[src/rtl/mem_principal_resp.sv]
// Main-memory model (32 x 5 bits) answering cache block fetches and write-backs LATENCIA cycles after acceptance.
// Optional read/write event counters are compiled in with MEM_CONTADORES_EN.
module mem_principal_resp #(
    parameter int LATENCIA = 3
) (
    input  logic       clock,
    input  logic       reset,
    input  logic       solicitacao_de_leitura_na_memoria,
    input  logic       solicitacao_de_escrita_na_memoria,
    input  logic [4:0] endereco,
    input  logic [4:0] dado_escrita,
    output logic [4:0] dado_lido,
    output logic       pronto,
    output logic       ocupado,
`ifdef MEM_CONTADORES_EN
    output logic [7:0] num_leituras,
    output logic [7:0] num_escritas,
`endif
    output logic [1:0] estado
);

    // Handshake: a request is level-held and taken at the first edge seen in OCIOSO;
    // the requester must drop it in the single pronto cycle or it is taken again.
    typedef enum logic [1:0] {
        OCIOSO   = 2'd0,
        ACESSO   = 2'd1,
        RESPOSTA = 2'd2
    } estado_t;

    estado_t    estado_q, estado_d;
    logic [3:0] contador;
    logic [4:0] end_q;
    logic [4:0] dado_q;
    logic       escrita_q;
    logic       aceitar;
    logic       acessar;
    logic [4:0] mem [0:31];

    always_ff @(posedge clock) begin
        if (reset) begin
            estado_q <= OCIOSO;
        end else begin
            estado_q <= estado_d;
        end
    end

    always_comb begin
        estado_d = estado_q;
        aceitar  = 1'b0;
        acessar  = 1'b0;
        pronto   = 1'b0;
        ocupado  = 1'b0;
        case (estado_q)
            OCIOSO: begin
                if (solicitacao_de_leitura_na_memoria || solicitacao_de_escrita_na_memoria) begin
                    aceitar  = 1'b1;
                    estado_d = ACESSO;
                end
            end
            ACESSO: begin
                ocupado = 1'b1;
                if (contador == 4'd0) begin
                    acessar  = 1'b1;
                    estado_d = RESPOSTA;
                end
            end
            RESPOSTA: begin
                ocupado  = 1'b1;
                pronto   = 1'b1;
                estado_d = OCIOSO;
            end
            default: estado_d = OCIOSO;
        endcase
    end

    assign estado = estado_q;

    // A simultaneous read+write is latched as a write; the read is dropped.
    always_ff @(posedge clock) begin
        if (reset) begin
            contador  <= 4'd0;
            end_q     <= 5'd0;
            dado_q    <= 5'd0;
            escrita_q <= 1'b0;
        end else if (aceitar) begin
            contador  <= 4'(LATENCIA - 1);
            end_q     <= endereco;
            dado_q    <= dado_escrita;
            escrita_q <= solicitacao_de_escrita_na_memoria;
        end else if (estado_q == ACESSO && contador != 4'd0) begin
            contador  <= contador - 4'd1;
        end
    end

    always_ff @(posedge clock) begin
        if (reset) begin
            for (int a = 0; a < 32; a++) begin
                mem[a] <= 5'(a);
            end
        end else if (acessar && escrita_q) begin
            mem[end_q] <= dado_q;
        end
    end

    always_ff @(posedge clock) begin
        if (reset) begin
            dado_lido <= 5'd0;
        end else if (acessar && !escrita_q) begin
            dado_lido <= mem[end_q];
        end
    end

`ifdef MEM_CONTADORES_EN
    always_ff @(posedge clock) begin
        if (reset) begin
            num_leituras <= 8'd0;
            num_escritas <= 8'd0;
        end else if (acessar) begin
            if (escrita_q && num_escritas != 8'd255) begin
                num_escritas <= num_escritas + 8'd1;
            end
            if (!escrita_q && num_leituras != 8'd255) begin
                num_leituras <= num_leituras + 8'd1;
            end
        end
    end
`endif

endmodule
[config.mk]
export PLATFORM = sky130hd
export DESIGN_NAME = mem_principal_resp
export DESIGN_NICKNAME = d
export VERILOG_FILES = /design/src/rtl/mem_principal_resp.sv
export SDC_FILE = /design/constraint.sdc
export NUM_CORES = 1
export LEC_CHECK = 0
export CORE_AREA = 3 3 139 108
export CTS_BUF_LIST = sky130_fd_sc_hd__clkbuf_4 sky130_fd_sc_hd__clkbuf_8
export DETAILED_ROUTE_END_ITERATION = 6
export DIE_AREA = 0 0 142 111
export MAX_ROUTING_LAYER = met4
export PLACE_DENSITY_LB_ADDON = 0.08
export SLEW_MARGIN = 20
export SYNTH_ARGS = -nofsm -noshare
export SYNTH_HDL_FRONTEND = slang
export SYNTH_SLANG_ARGS = --single-unit
[constraint.sdc]
create_clock -name clock -period 3.1 [get_ports clock]
set_input_delay 0.465 -clock clock [delete_from_list [all_inputs] [get_ports clock]]
set_output_delay 0.465 -clock clock [all_outputs]
set_load 0.1 [all_outputs]
==> impl_results.md, run 1 <==
- First-pass GRT wire length: roughly 32000 µm
- CP endpoint kind: flip-flop
- Number of diodes: 0
- Antenna-violating nets left: 0
- Final Slew Violations: 0
- Number of nets in the layout: about 700
- Post-DP HPWL: 12900 µm
- Max-Slew Margin vs Limit: a little over half
- Post-synth top cells: edfxtp_1 (160), and3_1 (83), or3_1 (69), clkbuf_1 (55), mux2i_1 (46)
- EDFF count, synth: between 150 and 200
- Pin count of the biggest net entering global routing: 50
- Final hold vios: 0
- Lkg Pwr: around 3.2 nW
- Syn Nets: around 700
- Io pins: 23
- Slew @ Worst Pin: 693 ps
- Fin cells: 862
- Final wirelength: 20500 µm
- Clock edge transition at the registers on the reported setup and hold paths: 80 ps
- PortBufs: 22
- Ranking of synthesized cells by area: edfxtp_1 (55%), and3_1 (6.0%), mux2i_1 (5.3%)
- Post_cts resized: 0
- Vias per inst: 6.67
- Initial antenna violation count: 1
- Placed insts: 832
- Fmax: ~400 MHz
- Final min period: 2510 ps
- Starting Density: a little under two thirds
- Synthesized area: just under 9000 µm²
- Metal3 WL: approximately 2000 µm
- Highest routed layer: met4
- Most frequent cell after synthesis: edfxtp_1
- Post-route met1 wirelength: ~8500 µm
- Leading area contributor after synthesis: edfxtp_1
- Hold Crit Class: in -> reg
- Met2 wire len: ~9500 µm
- RePlAce Congestion: 0.871
- Sequential area share after synthesis: roughly 60%
- Worst-skew pair later-pin latency: 470 ps
- Unique masters post-synth: 49
- Async SR Flop Fraction: 0%
- R2R depth: 7
- Overflow after GRT: 0
- TritonCTS clock tree: done
- Max Cap Violations: 0
- Maximum VDD drop: 0.329 mV
- Worst Path Arrival: 2660 ps
- Ys flop type: edfxtp_1
- Clock skew: 9.48 ps
- Pwr Density: 552 nW/µm²
- Synth top area share: a little under three fifths
- Die area: 15800 µm²
- Core Area: 13700 µm²
- Cts hold-fix bufs: 0
- Synth Register Bits: 182
- Mapped Avg Cell Area: roughly 13 µm²
- Crit Path Max Fanout: 26
- Status: complete, no violations
- Post-Synthesis Cells: between 600 and 700
- Num CTS Buffers: 17
- RSZ-0062 raised after global routing: no
- R2r setup slk: roughly 590 ps
- Routed WL per cell: ~24 µm
- Hold depth: 2
- 1st-iter DRT viols: around 800
- Clock Path Buffers: 2
- Number of global-route vias before repair: roughly 5600
- Synth warn: 0
- DRC viols: 0
- All-Layer GR Usage: 27.6%
- Die H: 111 µm
- Data required, critical path: about 3300 ps
- H-tree Lvls: 4
- Synth-to-Final Area Change: 7.48%
- Pwr Total: 5.17 mW
- CTS root buf: clkbuf_8
- Clock Sinks: 182
- Placement Rows: 37
- Tcrit/Tclk final: 80.9%
- Crit path launch type: flip-flop
- Hold_ws: approximately 270 ps
- Critical path type: reg -> reg
- Share of post-route cells with drive strength above 1: 15.4%
- Pre-Repair DR Iteration Count: 5
- Via count: 5753
- Chip width: 142 µm
- Setup violators final: 0
- Post-CTS setup buffer count: 0
- Setup_tns: 0 ps
-- path summary, 6_finish.rpt --
path | end | start
setup reg to reg | mem[31][2] | estado[1]
setup / recovery | mem[31][2] | estado[1]
hold / removal | end_q[0] | reset
hold reg to reg | dado_lido[3] | dado_lido[3]
-- metrics by stage --
step                cell area [µm²]  setup slack (ps)  util (%)
finish                         9370               593      68.6
global placement               9010               717      65.9
floorplan                      8720               144         -
global route                   9370               491      68.6
detailed placement             9010               638      66.0
CTS                            9370               632      68.6
-- area by class of cell --
class | count | area (µm²)
Clock inverter | 11 | 111
Inverter | 6 | 22.5
Fill cell | 947 | 4290
Multi-Input combinational cell | 422 | 3130
Sequential cell | 182 | 5250
Tap cell | 175 | 219
Timing Repair Buffer | 47 | 380
Clock buffer | 19 | 249
-- sequential cells by signal (all words and copies together) (netlist names) --
name,cells
contador,4
dado_lido,5
dado_q,5
end_q,5
escrita_q,1
estado,2
mem,160
-- critical path: stages, from the launching register on --
cell and delay [ps]:
dfxtp_1 340, inv_1 100, ha_1 240, nand4bb_4 140, nor3b_1 480, and3_1 230, buf_4 330, a21o_1 320
-- kinds of logic (layout without fill, tap and decap cells) --
logic type,count (synthesis),count (layout),synth area share (%)
flip-flops,182,182,60.2
XOR/XNOR,3,3,0.301
AO/OA/AOI/OAI,94,94,7.38
buffers and inverters,83,83,4.00
AND/OR/NAND/NOR,255,255,17.8
multiplexers,65,65,9.67
adder cells (fa/ha/maj),5,5,0.718
-- where the power goes --
group,total (mW),internal [mW],switching [mW]
logic,0.798,0.265,0.532
registers,2.85,2.72,0.129
clock network,1.52,0.713,0.810
-- layer usage --
layer,up-vias,GRT usage [%]
met2,298,38.6
met3,42,6.86
li1,2573,-
met5,-,-
met4,0,10.0
met1,2840,39.6
-- cell usage in the layout (no fill, tap or decap), drive strengths merged, types with 3 or more instances in the layout --
master           n
mux2i           46
nor2b            4
a22oi            5
dfxtp           22
buf             35
edfxtp         160
and3            83
or2              9
mux4            15
nor3b            3
clkinvlp         3
nand3b          14
o31ai            3
a21oi           17
nor3             7
and2             3
o22a             3
nand2b           4
nor2            13
o21ai            9
xnor2            3
clkinv           6
ha               5
clkbuf          19
nand3            4
a311oi           5
inv              6
clkdlybuf4s50   12
o22ai           15
a21o            28
nand2           34
or3             69
mux2             4
Power figures use the tool's default switching activity.
==> run 2: changes to the inputs <==
==> constraint.sdc (replaced) <==
create_clock -name clock -period 2.5 [get_ports clock]
set_input_delay 0.375 -clock clock [delete_from_list [all_inputs] [get_ports clock]]
set_output_delay 0.375 -clock clock [all_outputs]
set_load 0.1 [all_outputs]
==> run 2 against run 1 <==
Against the previous run:
- fmax rose by 5.2%
- via count rose by 0.28%
- non-clock buffer count rose by 14
- first-iteration DRC count fell by 14%
- utilization rose by 2.1 points
- hold slack got worse by 150 ps
- cell area rose by 3.0%
- largest cell class unchanged
- worst setup slack got worse by 480 ps
- global-route usage rose by 0.67 points
- wire length rose by 0.73%
==> impl_results.md, run 2 (same netlist as run 1, synthesis figures left out) <==
- Status: complete, no violations
- Clock network power share: 32.7% (+3.3 points)
- Post-CTS setup buffer count: 0 (unchanged)
- Slew @ Worst Pin: 728 ps (+34.9 ps)
- Worst Path Arrival: 2600 ps (-60 ps)
- Final wirelength: 20600 µm (+0.73%)
- Routed WL per cell: 23.5 µm (-1.1%)
- Setup_tns: 0 ps (unchanged)
- Setup violators final: 0 (unchanged)
- Clock edge transition at the registers on the reported setup and hold paths: 100 ps (+20 ps)
- Number of nets in the layout: 709 (+2.0%)
- Max FFs per register: 160 (unchanged)
- Met2 Track Usage GR: 40.0% (+1.3 points)
- First-pass GRT wire length: 32600 µm (+2.0%)
- Reg power frac: 51.6% (-3.5 points)
- Pin count of the biggest net entering global routing: 53 (+6.0%)
- Top Family by Delay on Critical Path: simple AND/OR/NAND/NOR gates
- Worst Setup SP: estado[1]
- Most frequent cells in the layout: edfxtp_1 (160), and3_1 (83), or3_1 (68)
- WP depth: 8 (+1)
- Die H: 111 µm (unchanged)
- Buffer and inverter count on the worst path: 2 (unchanged)
- Commonest non-fill, non-tap cell in the layout: edfxtp_1
- Critical R2R Capture: mem[6][2]
- Via count: 5769 (+0.28%)
- RSZ-0062 raised after global routing: no
- Final Slew Violations: 0 (unchanged)
- RePlAce Congestion: 0.894 (+2.6%)
- Hold Crit Class: in -> reg
- Slowest library cell on the worst path: or3b_4
- Io pins: 23 (unchanged)
- Vias per inst: 6.57 (-1.5%)
- CTS root buf: clkbuf_8
- Clock Sinks: 182 (unchanged)
- Number of diodes: 0 (unchanged)
- Share of post-route cells with drive strength above 1: 17.4% (+1.9 points)
- Maximum VDD drop: 0.577 mV (+76%)
- Fmax: 420 MHz (+5.2%)
- Final hold vios: 0 (unchanged)
- Max Cap Violations: 0 (unchanged)
- Critical path type: reg -> reg
- Largest register by flop count: mem
- H-tree Lvls: 4 (unchanged)
- PortBufs: 22 (unchanged)
- Sw Share: 27.6% (-0.81 points)
- Synth-to-Final Area Change: 10.7%
- Met1 Use GR: 41.3% (+1.7 points)
- Initial antenna violation count: 0 (-1)
- M3 GR Usage: 6.99% (+0.13 points)
- Lkg Pwr: 3.36 nW (+3.6%)
- Clock Path Buffers: 2 (unchanged)
- Placement Rows: 37 (unchanged)
- Psw: 1.87 mW (+27%)
- Slowest stage delay, CP: 450 ps (-30 ps)
- Worst-skew pair later-pin latency: 460 ps (about the same)
- Area after DPL: 9210 µm² (+2.2%)
- Number of global-route vias before repair: 5671 (+1.7%)
- Max-Slew Margin vs Limit: 51.5% (-2.3 points)
- Crit path launch type: flip-flop
- TritonCTS clock tree: done
- R2r setup slk: 120 ps (-480 ps)
- Crit Path Max Fanout: 18 (-31%)
- Pint: 4.91 mW (+33%)
- Data required, critical path: 2720 ps (-530 ps)
- CP Cell Sequence: inv_1 > ha_1 > nand4bb_4 > or3b_4 > nor3b_4 > buf_12 > nand2_1 > or2_2
- Combinational power share: 15.8% (+0.4 points)
- Starting Density: 63.8% (unchanged)
- 1st-iter DRT viols: 697 (-14%)
- R2R depth: 8 (+1)
- Clock skew: 14.1 ps (+4.58 ps)
- Grt peak-use layer: met1
- Final min period: 2380 ps (-124 ps)
- Post-DP HPWL: 13400 µm (+4.0%)
- Antenna-violating nets left: 0 (unchanged)
- Final instance area: 9650 µm² (+3.0%)
- Crit path to: mem[6][2]
- Tcrit/Tclk final: 95.3% (+14 points)
- Core Area: 13700 µm² (unchanged)
- CP endpoint kind: flip-flop
- Reg-to-reg startpoint: estado[1]
- Num CTS Buffers: 17 (unchanged)
- Pwr Density: 703 nW/µm² (+27%)
- DRC viols: 0 (unchanged)
- Pre-Repair DR Iteration Count: 5 (unchanged)
- All-Layer GR Usage: 28.3% (+0.67 points)
- Die area: 15800 µm² (unchanged)
- Chip width: 142 µm (unchanged)
- Overflow after GRT: 0 (unchanged)
run 2: cell types whose count changed in the layout (fill, tap and decap cells not counted), sizes merged:
| cell | delta |
|---|---|
| buf | +14 |
| bufinv | +3 |
| clkinvlp | +3 |
| clkbuf | -2 |
| clkinv | -2 |
run 2: layout make-up:
cell class,instances,area [µm²]
clock buffers,17,234
clock inverters,15,210
fillers,941,4000
inverters,6,22.5
multi-input cells,422,3140
flip-flops and latches,182,5260
well taps,175,219
repair buffers,61,573
run 2: worst min path at each step:
stage / from / end / slack [ps] / cells past startpoint
floorplan: escrita_q / escrita_q / 460 / 2
CTS: reset / end_q[3] / 100 / 2
finish: reset / end_q[3] / 120 / 2
global route: reset / end_q[3] / 100 / 2
global placement: estado[1] / estado[1] / 460 / 2
detailed placement: estado[1] / estado[1] / 490 / 2
run 2: power by group through the flow:
stage	registers, mW	logic (mW)	clock network, mW
after floorplan	3.61	0.666	0
after global placement	3.56	1.05	0
after detailed placement	3.57	1.06	0
after CTS	3.50	1.07	2.24
after global routing	3.51	1.13	2.38
final	3.50	1.07	2.22
run 2: per-stage QoR:
step | total power, mW | worst slack [ps] | std cells | utilization [%] | hold WS, ps
2_1_floorplan | 4.27 | 21.3 | 687 | - | 462
3_3_place_gp | 4.61 | 150 | 846 | 67.4 | 460
3_5_place_dp | 4.63 | 98.1 | 846 | 67.4 | 491
4_1_cts | 6.80 | 68.4 | 878 | 70.7 | 99.9
5_1_grt | 7.03 | 15.5 | 878 | 70.7 | 98.5
6_report | 6.79 | 118 | 878 | 70.7 | 122
run 2: routing by layer:
metal  vias up  wire length, µm
met1      2869             9080
met5         -                0
li1       2611                -
met2       266             9360
met4         0              304
met3        23             1860
run 2: timing repair:
action / CTS / global route
gates resized for setup: 0 / 1
setup endpoints to repair: 0 / 9
hold buffers: 0 / 0
==> run 3: changes to the inputs <==
--- a/config.mk
+++ b/config.mk
@@ -5,8 +5,10 @@
 export SDC_FILE = /design/constraint.sdc
 export NUM_CORES = 1
 export LEC_CHECK = 0
+export CAP_MARGIN = 20
 export CORE_AREA = 3 3 139 108
 export CTS_BUF_LIST = sky130_fd_sc_hd__clkbuf_4 sky130_fd_sc_hd__clkbuf_8
+export CTS_CLUSTER_SIZE = 20
 export DETAILED_ROUTE_END_ITERATION = 6
 export DIE_AREA = 0 0 142 111
 export MAX_ROUTING_LAYER = met4
==> results of run 3 <==
Same layout as run 2: the final DEF is identical, and so are final timing and power.
==> patch 1, RTL diff (settings of run 3) <==
Add an input register stage for `dado_escrita`, without a reset; this delays it by one clock. The other inputs are not delayed to match.
--- a/src/rtl/mem_principal_resp.sv
+++ b/src/rtl/mem_principal_resp.sv
@@ -27,4 +27,10 @@
         RESPOSTA = 2'd2
     } estado_t;
+
+    logic [4:0] dado_escrita_q;
+
+    always_ff @(posedge clock) begin
+        dado_escrita_q <= dado_escrita;
+    end
 
     estado_t    estado_q, estado_d;
@@ -86,5 +92,5 @@
             contador  <= 4'(LATENCIA - 1);
             end_q     <= endereco;
-            dado_q    <= dado_escrita;
+            dado_q    <= dado_escrita_q;
             escrita_q <= solicitacao_de_escrita_na_memoria;
         end else if (estado_q == ACESSO && contador != 4'd0) begin
Function: changed (Yosys sat finds a counterexample within 10 cycles, from zero or initial values and one cycle with reset high).
==> patch 1 against run 3 <==
Worst setup slack lost 0.055 ns. Largest power group unchanged. Power shrank 3.2%. Area after synthesis shrank 0.33%. Critical endpoint is now mem[4][0]$_SDFFCE_PN0P_. Design area grew 1.6%. Cell count grew 8.8%. Sequential cell count grew 5. Utilization grew 1.1 points. Wire length grew 3.6%.
==> patch 1: results (changes against run 3) <==
stage	metric	value	unit	change
layout	nets	786		+11%
power	Reg power frac	54.1	%	+2.5 points
power	VDD IR max	0.439	mV	-24%
setup_path	end point of the critical path	mem[4][0]$_SDFFCE_PN0P_		
power	leakage	0.00301	uW	-10%
min_path	Worst Hold Depth	1		-1
run_status	outcome	complete, no violations		
routing	DR iter-0 viols	754		+8.2%
power	Logic power comb	1130	uW	+6%
clock_network	worst skew pair latency	0.48	ns	+0.02 ns
power	Seq power	3560	uW	+2%
min_path	hold-critical path endpoint	dado_escrita_q[0]$_DFF_P_		
clock_network	Post-CTS Setup Inserts	1		+1
placement	dpl cells	922		+9.0%
setup_path	max incr delay on CP	0.41	ns	-0.04 ns
timing	Max Clock Skew	0.0149	ns	+0.000863 ns
synthesis	largest cells by area after synthesis	edfxtp_1 (55%), mux2i_1 (6.6%), dfxtp_1 (6.2%)		
placement	Detailed Place HPWL	14.7	mm	+9.5%
power	NetSw	1910	uW	+2.0%
synthesis	Post-synth top cells	edfxtp_1 (160), nand2_1 (101), nor2_1 (58)		
global_route	vias in the first global route	5815		+2.5%
placement	Placement Setup Slack	-0.0527	ns	-0.151 ns
layout	Finished Core Util	71.8	%	+1.1 points
setup_path	crit path DAT	2.63	ns	+0.03 ns
timing	Hold WS	0.325	ns	+0.204 ns
routing	routed vias/inst	6.29		-4.3%
global_route	Total Routing Usage GR	28.9	%	+0.56 points
setup_path	Max FO, Critical Path	9		-9
clock_network	post_cts resized	2		+2
routing	Routed WL	21.4	mm	+3.6%
global_route	global-route wire length before repair	33.3	mm	+2.2%
placement	Routability Congestion	0.995		+11%
timing	Worst slew margin	52.8	%	+1.4 points
routing	Wirelength per Cell	22.4	um	-4.7%
setup_path	reg2reg setup slack	0.06	ns	-0.06 ns
layout	filler instances	980		+4.1%
synthesis	Synth Net Count	745		+5.5%
setup_path	R2R Path Start	contador[0]$_SDFFE_PP0P_		
synthesis	syn_area_per_cell	12.0	um2	-5.7%
-- patch 1: cell families (layout without fill, tap and decap cells) --
logic type | count (synthesis) | in the layout | synth area share [%]
adder cells (fa/ha/maj) | 5 | 5 | 0.720
buffers and inverters | 69 | 123 | 3.60
XOR/XNOR | 3 | 3 | 0.302
AO/OA/AOI/OAI | 53 | 53 | 4.00
multiplexers | 69 | 69 | 9.55
AND/OR/NAND/NOR | 340 | 340 | 20.3
flip-flops | 187 | 187 | 61.5
-- patch 1: final cells by class --
type                            count  share of cell area, %
Multi-Input combinational cell    470                   31.7
Sequential cell                   187                   54.6
Inverter                           10                  0.383
Clock buffer                       21                   2.69
Clock inverter                     11                   1.01
Timing Repair Buffer               81                   7.38
Tap cell                          175                   2.23
-- patch 1: metal layers --
metal  vias to the layer above  part of all wire, %  wire length (um)  GRT usage [%]
met2                       308                   45              9600           41.1
met4                         0                  2.3               496           7.67
met1                      2938                   43              9180           42.1
met5                         -                    0                 0              -
met3                        41                  9.7              2080           6.99
li1                       2717                    -                 -              -
==> patch 2, RTL diff (config.mk and constraints of run 3) <==
Without the edit above. The option `MEM_CONTADORES_EN` is turned on by a define.
--- a/src/rtl/mem_principal_resp.sv
+++ b/src/rtl/mem_principal_resp.sv
@@ -1,4 +1,6 @@
 // Main-memory model (32 x 5 bits) answering cache block fetches and write-backs LATENCIA cycles after acceptance.
 // Optional read/write event counters are compiled in with MEM_CONTADORES_EN.
+`define MEM_CONTADORES_EN
+
 module mem_principal_resp #(
     parameter int LATENCIA = 3
Behaviour (old outputs only; new: num_escritas and num_leituras): unchanged (equiv_simple and equiv_induct, registers matched by name and starting in step).
==> patch 2 against run 3 <==
Worst setup slack better by 0.040 ns. Sequential cell count is 16 higher. Design area is 6.2% higher. Sequential share of layout area is 0.10 points lower. Wire length is 1.9% higher. Cell count is 14% higher. Power is 2.6% higher. Area after synthesis is 7.7% higher. Critical path type unchanged. Highest routed layer unchanged.
==> patch 2: results (changes against run 3) <==
stage	metric	value	unit	change
timing	Final WS setup	0.158	ns	+0.0403 ns
min_path	min-delay worst type	register to register		
timing	Slew @ Worst Pin	0.893	ns	+0.165 ns
clock_network	Clock Path Buffers	2		unchanged
clock_network	CTS root buffer	clkbuf_8		
setup_path	R2R Path Start	contador[0]$_SDFFE_PP0P_		
layout	filler instances	892		-5.2%
synthesis	Post-synth top cells	edfxtp_1 (160), nand2_1 (75), nor2_1 (54)		
placement	Placement Cell Area	0.00984	mm2	+6.9%
routing	DR iter-0 viols	626		-10%
clock_network	total CTS buffers	17		unchanged
global_route	initial antenna violation count	0		unchanged
global_route	Total Routing Usage GR	28.1	%	-0.17 points
setup_path	worst r2r path cells	8		unchanged
power	VDD IR max	0.665	mV	+15%
run_status	outcome	complete, no violations		
layout	storage element area	0.00557	mm2	+6.0%
timing	Max Clock Skew	0.0162	ns	+0.00215 ns
placement	Routability Congestion	0.912		+2.0%
global_route	vias in the first global route	6216		+9.6%
synthesis	synth warn	0		unchanged
power	leakage	0.00324	uW	-3.5%
layout	layout cells sized above 1	18.5	%	+1.1 points
global_route	largest net degree at the start of global routing	71		+34%
clock_network	worst skew pair latency	0.47	ns	
setup_path	R2R Path End	mem[29][2]$_SDFFCE_PN1P_		
routing	routed vias/inst	6.33		-3.7%
placement	Placement Setup Slack	0.116	ns	+0.0176 ns
setup_path	max incr delay on CP	0.32	ns	-0.13 ns
synthesis	count of cell types in the netlist	56		+14%
setup_path	crit path DAT	2.52	ns	-0.08 ns
placement	Detailed Place HPWL	13.9	mm	+3.3%
setup_path	Max FO, Critical Path	27		+9
synthesis	Synth Net Count	804		+14%
global_route	global-route wire length before repair	33.1	mm	+1.6%
synthesis	sequential share of the synthesized area	59.3	%	-0.91 points
synthesis	largest cells by area after synthesis	edfxtp_1 (51%), dfxtp_1 (8.1%), mux2i_1 (5.0%)		
routing	Wirelength per Cell	21.1	um	-10%
setup_path	slowest CP cell	dfxtp_1		
-- patch 2: cell types whose count changed in the layout (fill, tap and decap cells not counted), moves of 14 or more --
cell,delta
dfxtp_1,+18
a21oi_1,+14
or3_1,-20
a21o_1,-28
nor3_1,+34
and2_1,+49
nor2_1,+40
or2_2,+19
nand2_1,+41
and3_1,-79
-- patch 2: kinds of logic (layout without fill, tap and decap cells) --
family,after synthesis,count (layout),share of synthesized area (%)
AOI/OAI and AO/OA,76,76,5.50
xor gates and xnor gates,13,13,1.21
adders and majority gates,6,6,0.799
buffers and inverters,70,108,3.61
DFF,198,198,59.3
muxes,65,65,8.96
and+or+nand+nor,356,356,20.7
-- patch 2: report_power, final --
group          internal [uW]  switching [uW]
Sequential              3640            75.6
Clock                    951            1100
Combinational            365             834
-- patch 2: worst min-delay path by stage --
stage	from	end	depth (start not counted)
after global placement	dado_q[4]$_SDFFE_PP0P_	dado_q[4]$_SDFFE_PP0P_	2
after floorplan	dado_q[2]$_SDFFE_PP0P_	dado_q[2]$_SDFFE_PP0P_	2
after detailed placement	dado_q[2]$_SDFFE_PP0P_	dado_q[2]$_SDFFE_PP0P_	2
after CTS	dado_escrita[2]	dado_q[2]$_SDFFE_PP0P_	3
after global routing	dado_escrita[4]	dado_q[4]$_SDFFE_PP0P_	3
final	dado_q[2]$_SDFFE_PP0P_	dado_q[2]$_SDFFE_PP0P_	2
-- patch 2: layout make-up --
type                    count  area share, %
multi-input cells         516           34.0
repair buffers             68           5.37
well taps                 175           2.14
flip-flops and latches    198           54.3
clock buffers              22           2.65
inverters                   8          0.293
clock inverters            10           1.16
-- patch 2: worst register-to-register path: stages (launching register included) --
cell and delay, ns:
dfxtp_1 0.32, inv_1 0.09, ha_1 0.31, nand4bb_4 0.17, nor3_4 0.22, buf_12 0.15
nand3b_4 0.31, nor2_1 0.31, or2_2 0.21
-- patch 2: stage by stage --
| stage | cells | hold WS (ns) |
|---|---|---|
| finish | 997 | 0.463 |
| floorplan | 784 | 0.436 |
| CTS | 996 | 0.453 |
| detailed placement | 964 | 0.451 |
| global route | 997 | 0.464 |
| global placement | 964 | 0.442 |
-- patch 2: what timing repair did --
action | CTS | global route
setup buffers | 0 | 1
gates resized for setup | 0 | 1
hold endpoints to repair | 0 | 0
endpoints found under the setup margin | 0 | 65
hold buffers | 0 | 0
-- patch 2: routing by layer --
layer  global-route usage (%)  vias up  share of wire, %
li1                         -     2902                 -
met1                     40.1     3036                42
met2                     39.5      337                44
met3                     8.37       36                12
met4                     8.38        0               2.0
met5                        -        -                 0
